[src/rtl/memory_buffer_ctrl_pkg.sv]
// Shared definitions for the PE memory buffer sequencer.
// - Command op encodings (match the cmd_op field from the layer controller).
// - Sequencer FSM state encodings.
// - Default geometry, aligned with the buffer's bank count and depth.
// - Helpers mapping an op to its working state and to its buffer mode.
package memory_buffer_ctrl_pkg;

  localparam int N_PE_DEF     = 8;
  localparam int ADDR_RAM_DEF = 10;
  localparam int RD_LAT_DEF   = 1;

  typedef enum logic [1:0] {
    OP_LOAD   = 2'd0,
    OP_DUMP   = 2'd1,
    OP_STREAM = 2'd2,
    OP_STORE  = 2'd3
  } op_e;

  typedef enum logic [2:0] {
    ST_IDLE   = 3'd0,
    ST_LOAD   = 3'd1,
    ST_DUMP   = 3'd2,
    ST_STREAM = 3'd3,
    ST_STORE  = 3'd4,
    ST_DRAIN  = 3'd5,
    ST_DONE   = 3'd6
  } state_e;

  function automatic state_e op_state(input op_e op);
    case (op)
      OP_LOAD:   return ST_LOAD;
      OP_DUMP:   return ST_DUMP;
      OP_STREAM: return ST_STREAM;
      default:   return ST_STORE;
    endcase
  endfunction

  // STREAM and STORE talk to the PE array; the buffer must be in PE mode.
  function automatic logic is_pe_op(input op_e op);
    return (op == OP_STREAM) || (op == OP_STORE);
  endfunction

endpackage

[src/rtl/memory_buffer_ctrl_rd_valid_pipe.sv]
// Read-issue tracker: an RD_LAT-deep shift register of issue flags.
// Ports:
//   clk, rst  - clock, asynchronous active-low reset
//   issue     - a bank read is issued this cycle
//   vld_out   - the read issued RD_LAT cycles ago returns data now
//   empty     - no read is in flight
module memory_buffer_ctrl_rd_valid_pipe #(
  parameter int RD_LAT = 1
) (
  input  logic clk,
  input  logic rst,
  input  logic issue,
  output logic vld_out,
  output logic empty
);

  logic [RD_LAT-1:0] vld_d, vld_q;

  always_comb begin
    vld_d    = vld_q;
    vld_d[0] = issue;
    for (int i = 1; i < RD_LAT; i++) begin
      vld_d[i] = vld_q[i-1];
    end
  end

  always_ff @(posedge clk or negedge rst) begin
    if (!rst) begin
      vld_q <= '0;
    end else begin
      vld_q <= vld_d;
    end
  end

  assign vld_out = vld_q[RD_LAT-1];
  assign empty   = (vld_q == '0);

endmodule

[src/rtl/memory_buffer_ctrl.sv]
// Command-driven sequencer for the banked PE memory buffer.
// Accepts one LOAD / DUMP / STREAM / STORE command at a time and drives the
// buffer's mode, bank strobes and addresses plus the host/PE handshakes.
// Data buses bypass this block.
// Ports:
//   cmd_*           - command handshake and fields from the layer controller
//   h_wr_valid/ready, h_rd_valid - host DMA handshakes
//   pe_in_ready, pe_out_valid, pe_res_valid - PE array handshakes
//   mode, m0_*, m1_* - buffer control (m0 = per-bank host side, m1 = broadcast)
//   busy, done, err - status (done/err are one-cycle pulses)
module memory_buffer_ctrl
  import memory_buffer_ctrl_pkg::*;
#(
  parameter int N_PE     = N_PE_DEF,
  parameter int ADDR_RAM = ADDR_RAM_DEF,
  parameter int RD_LAT   = RD_LAT_DEF
) (
  input  logic                       clk,
  input  logic                       rst,
  input  logic                       cmd_valid,
  output logic                       cmd_ready,
  input  logic [1:0]                 cmd_op,
  input  logic [$clog2(N_PE)-1:0]    cmd_bank,
  input  logic [ADDR_RAM-1:0]        cmd_addr,
  input  logic [ADDR_RAM:0]          cmd_len,
  input  logic                       h_wr_valid,
  output logic                       h_wr_ready,
  output logic                       h_rd_valid,
  input  logic                       pe_in_ready,
  output logic                       pe_out_valid,
  input  logic                       pe_res_valid,
  output logic                       mode,
  output logic [N_PE-1:0]            m0_w_en,
  output logic [N_PE-1:0]            m0_r_en,
  output logic [ADDR_RAM-1:0]        m0_w_addr,
  output logic [ADDR_RAM-1:0]        m0_r_addr,
  output logic                       m1_w_en,
  output logic                       m1_r_en,
  output logic [ADDR_RAM-1:0]        m1_w_addr,
  output logic [ADDR_RAM-1:0]        m1_r_addr,
  output logic                       busy,
  output logic                       done,
  output logic                       err
);

  localparam int BANK_W = $clog2(N_PE);
  localparam logic [ADDR_RAM+1:0] ADDR_SPAN = (ADDR_RAM+2)'(1) << ADDR_RAM;

  state_e               state_d, state_q;
  op_e                  op_d, op_q;
  logic [BANK_W-1:0]    bank_d, bank_q;
  logic [ADDR_RAM-1:0]  ptr_d, ptr_q;
  logic [ADDR_RAM:0]    rem_d, rem_q;
  logic                 mode_d, mode_q;
  logic                 err_d, err_q;

  logic [N_PE-1:0]      bank_oh;
  logic [ADDR_RAM+1:0]  end_addr;
  logic                 cmd_bad;
  logic                 beat;
  logic                 issue;
  logic                 rd_vld;
  logic                 rd_empty;

  assign bank_oh  = N_PE'(1) << bank_q;
  // One bit wider than the span so the full-range end address is representable.
  assign end_addr = (ADDR_RAM+2)'(cmd_addr) + (ADDR_RAM+2)'(cmd_len);
  assign cmd_bad  = (cmd_len == '0) || (end_addr > ADDR_SPAN);

  always_comb begin
    state_d    = state_q;
    op_d       = op_q;
    bank_d     = bank_q;
    ptr_d      = ptr_q;
    rem_d      = rem_q;
    mode_d     = mode_q;
    err_d      = 1'b0;
    h_wr_ready = 1'b0;
    m0_w_en    = '0;
    m0_r_en    = '0;
    m1_w_en    = 1'b0;
    m1_r_en    = 1'b0;
    beat       = 1'b0;
    issue      = 1'b0;

    unique case (state_q)
      ST_IDLE: begin
        if (cmd_valid) begin
          op_d   = op_e'(cmd_op);
          bank_d = cmd_bank;
          ptr_d  = cmd_addr;
          rem_d  = cmd_len;
          if (cmd_bad) begin
            err_d = 1'b1;
          end else begin
            state_d = op_state(op_e'(cmd_op));
            mode_d  = is_pe_op(op_e'(cmd_op));
          end
        end
      end
      ST_LOAD: begin
        h_wr_ready = 1'b1;
        if (h_wr_valid) begin
          m0_w_en = bank_oh;
          beat    = 1'b1;
        end
      end
      ST_STORE: begin
        if (pe_res_valid) begin
          m1_w_en = 1'b1;
          beat    = 1'b1;
        end
      end
      ST_DUMP: begin
        m0_r_en = bank_oh;
        issue   = 1'b1;
      end
      ST_STREAM: begin
        if (pe_in_ready) begin
          m1_r_en = 1'b1;
          issue   = 1'b1;
        end
      end
      ST_DRAIN: begin
        // The buffer's host read mux selects on m0_r_en, so keep it up
        // until the last in-flight DUMP word has been delivered.
        if (op_q == OP_DUMP) begin
          m0_r_en = bank_oh;
        end
        if (rd_empty) begin
          state_d = ST_DONE;
        end
      end
      ST_DONE: begin
        state_d = ST_IDLE;
        mode_d  = 1'b0;
      end
      default: begin
        state_d = ST_IDLE;
      end
    endcase

    // Shared beat/issue bookkeeping. On the final beat ptr holds, so it
    // never steps past the last valid address and cannot roll over.
    if (beat || issue) begin
      rem_d = rem_q - (ADDR_RAM+1)'(1);
      if (rem_q == (ADDR_RAM+1)'(1)) begin
        state_d = beat ? ST_DONE : ST_DRAIN;
      end else begin
        ptr_d = ptr_q + ADDR_RAM'(1);
      end
    end
  end

  always_ff @(posedge clk or negedge rst) begin
    if (!rst) begin
      state_q <= ST_IDLE;
      op_q    <= OP_LOAD;
      bank_q  <= '0;
      ptr_q   <= '0;
      rem_q   <= '0;
      mode_q  <= 1'b0;
      err_q   <= 1'b0;
    end else begin
      state_q <= state_d;
      op_q    <= op_d;
      bank_q  <= bank_d;
      ptr_q   <= ptr_d;
      rem_q   <= rem_d;
      mode_q  <= mode_d;
      err_q   <= err_d;
    end
  end

  memory_buffer_ctrl_rd_valid_pipe #(
    .RD_LAT (RD_LAT)
  ) u_rd_valid_pipe (
    .clk     (clk),
    .rst     (rst),
    .issue   (issue),
    .vld_out (rd_vld),
    .empty   (rd_empty)
  );

  assign h_rd_valid   = rd_vld && (op_q == OP_DUMP);
  assign pe_out_valid = rd_vld && (op_q == OP_STREAM);

  assign m0_w_addr = ptr_q;
  assign m0_r_addr = ptr_q;
  assign m1_w_addr = ptr_q;
  assign m1_r_addr = ptr_q;

  assign mode      = mode_q;
  assign cmd_ready = (state_q == ST_IDLE);
  assign busy      = (state_q != ST_IDLE);
  assign done      = (state_q == ST_DONE);
  assign err       = err_q;

endmodule
[config.mk]
export PLATFORM = sky130hd
export DESIGN_NAME = memory_buffer_ctrl
export DESIGN_NICKNAME = d
export VERILOG_FILES = /design/src/rtl/memory_buffer_ctrl_pkg.sv /design/src/rtl/memory_buffer_ctrl_rd_valid_pipe.sv /design/src/rtl/memory_buffer_ctrl.sv
export SDC_FILE = /design/constraint.sdc
export NUM_CORES = 1
export LEC_CHECK = 0
export CORE_MARGIN = 8
export CORE_UTILIZATION = 52
export DETAILED_ROUTE_END_ITERATION = 7
export DONT_BUFFER_PORTS = 1
export GPL_ROUTABILITY_DRIVEN = 0
export PLACE_DENSITY = 0.7
export SLEW_MARGIN = 20
export SYNTH_ARGS = -nofsm -noshare
export SYNTH_HDL_FRONTEND = slang
export SYNTH_SLANG_ARGS = --single-unit
[constraint.sdc]
create_clock -name clk -period 1.9 [get_ports clk]
set_input_delay 0.095 -clock clk [delete_from_list [all_inputs] [get_ports clk]]
set_output_delay 0.095 -clock clk [all_outputs]
set_load 0.01 [all_outputs]
## Word level (Yosys, flattened, before mapping)

Index checks and enable logic that the tools add are counted.

| storage, ports and cells | value |
|---|---|
| register bits after elaboration | 32 |
| input port bits | 32 |
| output and inout port bits | 66 |
| logic and storage cells | 76 |

| operators by class | value |
|---|---|
| add/sub/neg operators | 3 |
| $lt $le $gt $ge | 1 |
| eq/ne operators | 14 |
| shift-type cells | 1 |
| multiplexer cells | 33 |
| reductions and logical operators | 16 |

Operators by type and width:

| cell | number |
|---|---|
| $mux W10 | 4 |
| $mux W11 | 3 |
| $mux W8 | 3 |
| $pmux W3 S3 | 2 |
| $pmux W8 S2 | 1 |
| $mux W3 | 5 |
| $add A10 B11 Y12 | 1 |
| $gt A12 B11 Y1 const B | 1 |
| $eq A11 B1 Y1 const B | 1 |
| $logic_not A11 Y1 | 1 |
| $mux W1 | 11 |
| $sub A11 B1 Y11 const B | 1 |
| $add A10 B1 Y10 const B | 1 |
| $eq A3 B3 Y1 const B | 3 |
| $shl A1 B3 Y8 const A | 1 |
| $eq A2 B2 Y1 const B | 3 |
| $eq A3 B2 Y1 const B | 2 |
| $pmux W1 S2 | 3 |
| $reduce_bool A2 Y1 | 3 |
| $eq A2 B1 Y1 const B | 2 |
| $ne A2 B2 Y1 const B | 2 |
| $reduce_and A2 Y1 | 2 |
| $reduce_or A4 Y1 | 1 |
| $eq A3 B1 Y1 const B | 1 |
| 7 further kinds | 10 |

## Longest topological paths before layout

Gate-level depths: netlist of the first run.

| depth | value |
|---|---|
| depth after elaboration | 8 |
| depth in mapped cells | 10 |
| mapped depth without buffers | 10 |

## By module

From an unflattened synthesis of the first run, not the netlist that was laid out.

| second synthesis, totals | value |
|---|---|
| cells, all modules | 351 |
| area total of the unflattened synthesis | 2732.6 um2 |

By module, submodules not included:

| module | instances | cells an instance | area an instance (um2) | seq. area each (um2) |
|---|---|---|---|---|
| memory_buffer_ctrl | 1 | 349 | 2703.8 | 775.7 |
| memory_buffer_ctrl_rd_valid_pipe | 1 | 2 | 28.8 | 25.0 |

## Worst setup path before layout of the first run

OpenSTA, ideal clock, no wires.

| path | value |
|---|---|
| kind | in2reg |
| start point | input port cmd_addr[0] |
| end point | register state_q[0] |
| setup time | 0.095 ns |
| arrival time | 2.231 ns |
| data required time | 1.805 ns |
| setup slack | -0.427 ns |
| cell stages on the path | 10 |
| buffers on the path | 0 |
| path through | ha_1 inv_1 fa_1 nand2b_1 a2111oi_2 o32ai_1 xor2_1 a31oi_1 or3_4 o32ai_2 |

| between the ends | value |
|---|---|
| longest elaborated chain between the ends | 8 |

RTL lines:

| item | RTL line | text |
|---|---|---|
| start, declared | memory_buffer_ctrl.sv:24 | `input logic [ADDR_RAM-1:0] cmd_addr,` |
| $add A10 B11 Y12 * | memory_buffer_ctrl.sv:67 | `assign end_addr = (ADDR_RAM+2)'(cmd_addr) + (ADDR_RAM+2)'(cmd_len);` |
| $gt A12 B11 Y1 * | memory_buffer_ctrl.sv:68 | `assign cmd_bad = (cmd_len == '0) \|\| (end_addr > ADDR_SPAN);` |
| $logic_or A1 B1 Y1 * | memory_buffer_ctrl.sv:68 |  |
| $mux W3 * | memory_buffer_ctrl.sv:93 | `if (cmd_bad) begin` |
| $mux W3 * | memory_buffer_ctrl.sv:88 | `if (cmd_valid) begin` |
| $pmux W3 S3 * | memory_buffer_ctrl.sv:86 | `unique case (state_q)` |
| $mux W3 | memory_buffer_ctrl.sv:147 | `if (rem_q == (ADDR_RAM+1)'(1)) begin` |
| $mux W3 * | memory_buffer_ctrl.sv:145 | `if (beat \|\| issue) begin` |
| named net state_d[0] | memory_buffer_ctrl.sv:49 | `state_e state_d, state_q;` |
| end signal, assigned | memory_buffer_ctrl.sv:165 | `state_q <= state_d;` |
| end, declared | memory_buffer_ctrl.sv:49 |  |

Mark *: on every way through the listed nets, which the timed path passes. The rest lies on a longest branch.
A chain may end at the register's enable or synchronous reset.

## Worst setup path in the final report of the first run

| path | value |
|---|---|
| start point | register rem_q[8] |
| end point | register ptr_q[3], in the netlist m0_r_addr[3] |

| between the ends | value |
|---|---|
| longest elaborated chain between the ends | 3 |

RTL lines:

| item | RTL line | text |
|---|---|---|
| start, declared | memory_buffer_ctrl.sv:53 | `logic [ADDR_RAM:0] rem_d, rem_q;` |
| start signal, assigned | memory_buffer_ctrl.sv:169 | `rem_q <= rem_d;` |
| $eq A11 B1 Y1 | memory_buffer_ctrl.sv:147 |  |
| $mux W10 | memory_buffer_ctrl.sv:147 |  |
| $mux W10 | memory_buffer_ctrl.sv:145 |  |
| named net ptr_d[3] | memory_buffer_ctrl.sv:52 | `logic [ADDR_RAM-1:0] ptr_d, ptr_q;` |
| end signal, assigned | memory_buffer_ctrl.sv:168 | `ptr_q <= ptr_d;` |
| end, declared | memory_buffer_ctrl.sv:52 |  |

The timed path passes the listed nets, and every way through them passes these cells.

==> results.sh, run 1 <==
export IMPL_status="finished, violations left"
export IMPL_violations="negative hold slack, negative setup slack"
export IMPL_clockBufferDepth=2
export IMPL_timing_rr_start="rem_q[8]"
export IMPL_yosys_warnings=0
export IMPL_clk_pin_slew_ns=0.08
export IMPL_grt_pass1_vias=2693
export IMPL_synth_top_area_cell="dfrtp_1"
export IMPL_syn_instance_count=346
export IMPL_dieArea_mm2=0.00782
export IMPL_ys_top_cells_by_area="dfrtp_1 29%, buf_4 8.5%, ha_1 7.3%"
export IMPL_numClockSinks=32
export IMPL_nets=446
export IMPL_tightest_slew_ns=0.452
export IMPL_ys_types=59
export IMPL_drt_first_iter_violations=183
export IMPL_holdWs_ns=-0.000551
export IMPL_p_clk_frac=0.132
export IMPL_rsz0062_at_grt="true"
export IMPL_p_sw_w=0.00258
export IMPL_criticalPathCategory="reg -> reg"
export IMPL_cp_startpoint="rem_q[8]"
export IMPL_ctsHtreeMaxLevel=2
export IMPL_layout_setup_ws_ns=-0.166
export IMPL_start_util=0.537
export IMPL_ys_seq_area_frac=0.294
export IMPL_power_density_mw_per_mm2=1540
export IMPL_syn_area_per_cell_um2=7.88
export IMPL_cp_required_ns=2.08
export IMPL_cap_violations=0
export IMPL_wl_per_cell_um=18.1
export IMPL_core_mm2=0.00507
export IMPL_antenna_cells=0
export IMPL_cts_buffers=5
export IMPL_row_count=26
export IMPL_antenna_left=0
export IMPL_cts_root_buffer="clkbuf_8"
export IMPL_p_leak_nw=1.60
export IMPL_drive_gt1_frac=0.324
export IMPL_syn_to_final_growth_pct=33.0
export IMPL_setup_viol=18
export IMPL_finalCritPeriodShare=1.09
export IMPL_reg2reg_to="m0_r_addr[3]"
export IMPL_finalHoldViolations=1
export IMPL_synth_commonest_cells="49 x nand2_1, 38 x nor2_1, 32 x dfrtp_1"
export IMPL_hold_class="in -> reg"
export IMPL_die_x_um=88.4
export IMPL_drc=0
export IMPL_cts_tree="done"
export IMPL_relSlewSlack=0.699
export IMPL_swShare=0.462
export IMPL_io_buffers=0
export IMPL_ff2ff_setup_slack_ns=-0.17
export IMPL_arrival_ns=2.24
export IMPL_async_flop_share=1.00
export IMPL_grt_use_total=0.214
export IMPL_wirelength_mm=8.48
export IMPL_comb_power_share=0.622
export IMPL_grt_overflow=0
export IMPL_io_pins=98
export IMPL_endpoint="m0_r_addr[3]"
export IMPL_fillCellCount=384
export IMPL_syn_area_mm2=0.00273
export IMPL_rr_worst_depth=7
export IMPL_start_kind="flip-flop"
export IMPL_dp_hpwl_mm=5.89
export IMPL_netlist_area_leader_share=0.294
export IMPL_slew_viol_final=0
export IMPL_synth_edf_count=0
export IMPL_grt_max_degree=33
export IMPL_via_per_inst=5.91
export IMPL_hold_start="cmd_op[0]"
export IMPL_tns_ns=-1.79
export IMPL_first_pass_iters=5
export IMPL_grt_first_pass_wirelength_mm=13.0
export IMPL_fp_dieH_um=88.4
export IMPL_final_core_util=0.715
export IMPL_syn_nets=395
export IMPL_path_max_fanout=4
export IMPL_multi_input_area_mm2=0.00181
export IMPL_yosysMostFrequentCell="nand2_1"
export IMPL_timing_fmax_mhz=484
export IMPL_ys_flop_type="dfrtp_1"
export IMPL_period_minus_slack_ns=2.07
export IMPL_skew_ns=0.0123
export IMPL_worst_ir_drop_vdd_mv=0.830
export IMPL_seqPwrFrac=0.247
export IMPL_p_int_w=0.00300
export IMPL_antenna_found_initial=0
export IMPL_vias=2765
export IMPL_cp_end_kind="flip-flop"
export IMPL_seq_area_um2=802
export IMPL_synth_seq_cells=32
export IMPL_clk_insertion_delay_late_ns=0.29
[per-layer routing]
layer,part of all wire,global-route usage,up-vias
met3,0.079,0.0455,28
li1,-,-,1294
met5,0,0,-
met2,0.49,0.364,141
met4,0.032,0.101,0
met1,0.40,0.250,1302
[sequential cells by signal, indices dropped and copies added, names as in the netlist]
name                     flops
rem_q                       11
m0_r_addr                   10
bank_q                       3
state_q                      3
op_q                         2
err                          1
mode                         1
u_rd_valid_pipe.vld_out      1
[power groups by stage]
stage          registers (W)  clock network (W)  logic (W)
2_1_floorplan        0.00136                  0    0.00219
3_3_place_gp         0.00133                  0    0.00275
3_5_place_dp         0.00134                  0    0.00280
4_1_cts              0.00134           0.000738    0.00300
5_1_grt              0.00142           0.000770    0.00378
6_report             0.00138           0.000734    0.00347
[worst min path at each step]
stage	endpoint	slack, ns	cells past startpoint
5_1_grt	m0_r_addr[3]	0.007	1
6_report	op_q[0]	-0.0006	2
4_1_cts	op_q[0]	0.002	2
2_1_floorplan	bank_q[0]	-0.20	0
3_3_place_gp	m0_r_addr[7]	-0.20	0
3_5_place_dp	m0_r_addr[6]	-0.20	0
[worst max-delay path, cell delays in order, from the launching register on]
cell	delay (ns)
dfrtp_1	0.40
or4_1	0.54
nor3_2	0.22
nand3b_1	0.19
nand2_2	0.16
nand2_4	0.07
a21boi_2	0.15
o221a_2	0.22
[per-stage QoR]
step / instances / hold WS (ns) / setup slack, ns / instance area [um2] / total power (W)
final: 468 / -0.000551 / -0.166 / 3630 / 0.00558
after global routing: 468 / 0.00727 / -0.257 / 3630 / 0.00597
after CTS: 467 / 0.00169 / -0.0688 / 3460 / 0.00508
after detailed placement: 431 / -0.200 / -0.273 / 3010 / 0.00414
after global placement: 431 / -0.198 / -0.247 / 3010 / 0.00408
after floorplan: 346 / -0.201 / -0.203 / 2790 / 0.00355
[what timing repair did]
item / in CTS / in global routing
hold endpoints to repair: 51 / 0
pin swaps: 0 / 22
buffers inserted: 7 / 6
resized for setup: 14 / 38
hold buffers: 21 / 0
endpoints found under the setup margin: 21 / 30
[layout by cell type (no fill, tap or decap), types with 10 or more instances in the layout]
cell           count
buf_4             62
dfrtp_1           31
a21oi_1           10
dlygate4sd3_1     20
nand2_1           46
nor2_1            35
a21oi_2           10
nand3_1           10
ha_1              14
inv_1             18
[final cells by class]
| class | instances | area share |
|---|---|---|
| multi-input cells | 252 | 0.499 |
| flip-flops and latches | 32 | 0.221 |
| clock inverters | 1 | 0.00828 |
| repair buffers | 87 | 0.201 |
| inverters | 19 | 0.0197 |
| well taps | 70 | 0.0241 |
| clock buffers | 7 | 0.0266 |
[cell families (layout without fill, tap and decap cells)]
logic type	count (synthesis)	count (layout)	share of synthesized area
AOI/OAI and AO/OA	89	89	0.231
xor gates and xnor gates	4	4	0.0128
adders and majority gates	17	17	0.0807
buffers and inverters	62	114	0.135
DFF	32	32	0.294
muxes	1	1	0.00367
and+or+nand+nor	141	141	0.244
No activity file was read; power rests on OpenSTA's default activity.
==> inputs of run 2 (changes only) <==
--- a/config.mk
+++ b/config.mk
@@ -10,6 +10,7 @@
 export DETAILED_ROUTE_END_ITERATION = 7
 export DONT_BUFFER_PORTS = 1
 export GPL_ROUTABILITY_DRIVEN = 0
+export MAX_ROUTING_LAYER = met4
 export PLACE_DENSITY = 0.7
 export SLEW_MARGIN = 20
 export SYNTH_ARGS = -nofsm -noshare
==> results.sh, run 2 (synthesis gave the netlist of run 1 again) <==
export IMPL_status="finished, violations left"
export IMPL_violations="negative hold slack, negative setup slack"
export IMPL_holdWs_ns=-0.000197
export IMPL_cp_end_kind="flip-flop"
export IMPL_grt_overflow=0
export IMPL_rr_worst_depth=8
export IMPL_cp_num_buf_inv=1
export IMPL_numClockSinks=32
export IMPL_antenna_left=0
export IMPL_grt_first_pass_wirelength_mm=13.0
export IMPL_dieArea_mm2=0.00782
export IMPL_p_sw_w=0.00258
export IMPL_worst_ir_drop_vdd_mv=0.832
export IMPL_hold_start="cmd_op[0]"
export IMPL_swShare=0.462
export IMPL_cp_required_ns=2.11
export IMPL_clk_pin_slew_ns=0.08
export IMPL_setup_viol=18
export IMPL_syn_to_final_growth_pct=32.9
export IMPL_antenna_found_initial=0
export IMPL_drc=0
export IMPL_clockBufferDepth=2
export IMPL_final_area_mm2=0.00362
export IMPL_dp_hpwl_mm=5.89
export IMPL_layout_setup_ws_ns=-0.182
export IMPL_grt_use_total=0.219
export IMPL_ctsHtreeMaxLevel=2
export IMPL_via_per_inst=5.93
export IMPL_seqPwrFrac=0.247
export IMPL_skew_ns=0.0125
export IMPL_whs_endpoint="op_q[0]"
export IMPL_tns_ns=-1.96
export IMPL_first_pass_iters=5
export IMPL_p_leak_nw=1.60
export IMPL_finalPower_w=0.00558
export IMPL_io_pins=98
export IMPL_grt_max_degree=33
export IMPL_hold_class="in -> reg"
export IMPL_largest_reg_flops=11
export IMPL_slew_viol_final=0
export IMPL_path_max_fanout=8
export IMPL_io_buffers=0
export IMPL_path_cells="or4_1 -> nor3_2 -> nand3b_1 -> and2_4 -> buf_6 -> nand3_1 -> o21ai_0 -> a21oi_1"
export IMPL_timing_rr_start="rem_q[8]"
export IMPL_wirelength_mm=8.47
export IMPL_core_mm2=0.00507
export IMPL_timing_fmax_mhz=480
export IMPL_drive_gt1_frac=0.322
export IMPL_rsz0062_at_grt="true"
export IMPL_cts_tree="done"
export IMPL_cp_slowest_stage_delay_ns=0.54
export IMPL_antenna_cells=0
export IMPL_reg2reg_to="m0_r_addr[2]"
export IMPL_slowest_stage="or4_1"
export IMPL_finalHoldViolations=1
export IMPL_start_util=0.537
export IMPL_clk_insertion_delay_late_ns=0.29
export IMPL_fp_dieH_um=88.4
export IMPL_period_minus_slack_ns=2.08
export IMPL_final_cell_mix="62 x buf_4, 46 x nand2_1, 36 x nor2_1"
export IMPL_row_count=26
export IMPL_ff2ff_setup_slack_ns=-0.18
export IMPL_arrival_ns=2.29
export IMPL_max_flop_register="rem_q"
export IMPL_power_density_mw_per_mm2=1540
export IMPL_nets=446
export IMPL_grt_pass1_vias=2698
export IMPL_vias=2773
export IMPL_criticalPathCategory="reg -> reg"
export IMPL_relSlewSlack=0.699
export IMPL_comb_power_share=0.622
export IMPL_die_x_um=88.4
export IMPL_wl_per_cell_um=18.1
export IMPL_fillCellCount=386
export IMPL_p_clk_frac=0.132
export IMPL_final_common_cell="buf_4"
export IMPL_cts_root_buffer="clkbuf_8"
export IMPL_tightest_slew_ns=0.452
export IMPL_dpl_worst_slack_ns=-0.273
export IMPL_p_int_w=0.00300
export IMPL_start_kind="flip-flop"
export IMPL_drt_first_iter_violations=162
export IMPL_cts_buffers=5
export IMPL_crit_family="simple AND/OR/NAND/NOR gates"
export IMPL_placed_area_mm2=0.00301
export IMPL_holdPathStages=2
export IMPL_finalCritPeriodShare=1.10
export IMPL_cap_violations=0
## run 2: changes by cell type in the layout (fill, tap and decap cells not counted)
cell	change
nor2_2	-1
nor2_1	+1
## run 2: stage by stage
step,util,cells,hold WS [ns]
4_1_cts,0.681,467,0.00169
3_3_place_gp,0.594,431,-0.198
2_1_floorplan,-,346,-0.201
5_1_grt,0.714,468,0.00727
6_report,0.714,468,-0.000197
3_5_place_dp,0.594,431,-0.200
## run 2: timing repair
item	CTS	global route
pin swaps	0	22
setup endpoints to repair	21	30
resized for setup	14	37
hold endpoints to repair	51	0
hold buffers	21	0
setup buffers	7	6
## run 2: worst max path at each step
stage	startpoint	end	slack [ns]	depth (start not counted)
6_report	rem_q[8]	m0_r_addr[2]	-0.18	8
3_3_place_gp	cmd_addr[0]	state_q[0]	-0.25	10
4_1_cts	rem_q[2]	m0_r_addr[8]	-0.07	7
2_1_floorplan	cmd_addr[0]	state_q[0]	-0.20	10
3_5_place_dp	cmd_addr[0]	state_q[0]	-0.27	10
5_1_grt	rem_q[8]	m0_r_addr[8]	-0.25	8
## run 2: cell type report
cell class	count	area (um2)	share of cell area
Clock buffer	7	96.3	0.0266
Tap cell	70	87.6	0.0242
Sequential cell	32	802	0.221
Multi-Input combinational cell	252	1810	0.498
Clock inverter	1	30.0	0.00828
Timing Repair Buffer	87	731	0.202
Inverter	19	71.3	0.0197
## run 2: power by group through the flow
stage	Clock, W	Combinational (W)	Sequential, W
floorplan	0	0.00219	0.00136
global placement	0	0.00275	0.00133
detailed placement	0	0.00280	0.00134
CTS	0.000738	0.00300	0.00134
global route	0.000768	0.00377	0.00142
finish	0.000735	0.00347	0.00138
## run 2: per-layer routing
metal | share of wire | routed length [um] | up-vias | track usage
li1 | - | - | 1296 | -
met1 | 0.41 | 3430 | 1323 | 0.248
met2 | 0.49 | 4130 | 129 | 0.364
met3 | 0.077 | 655 | 25 | 0.0464
met4 | 0.030 | 252 | 0 | 0.101
met5 | 0 | 0 | - | -
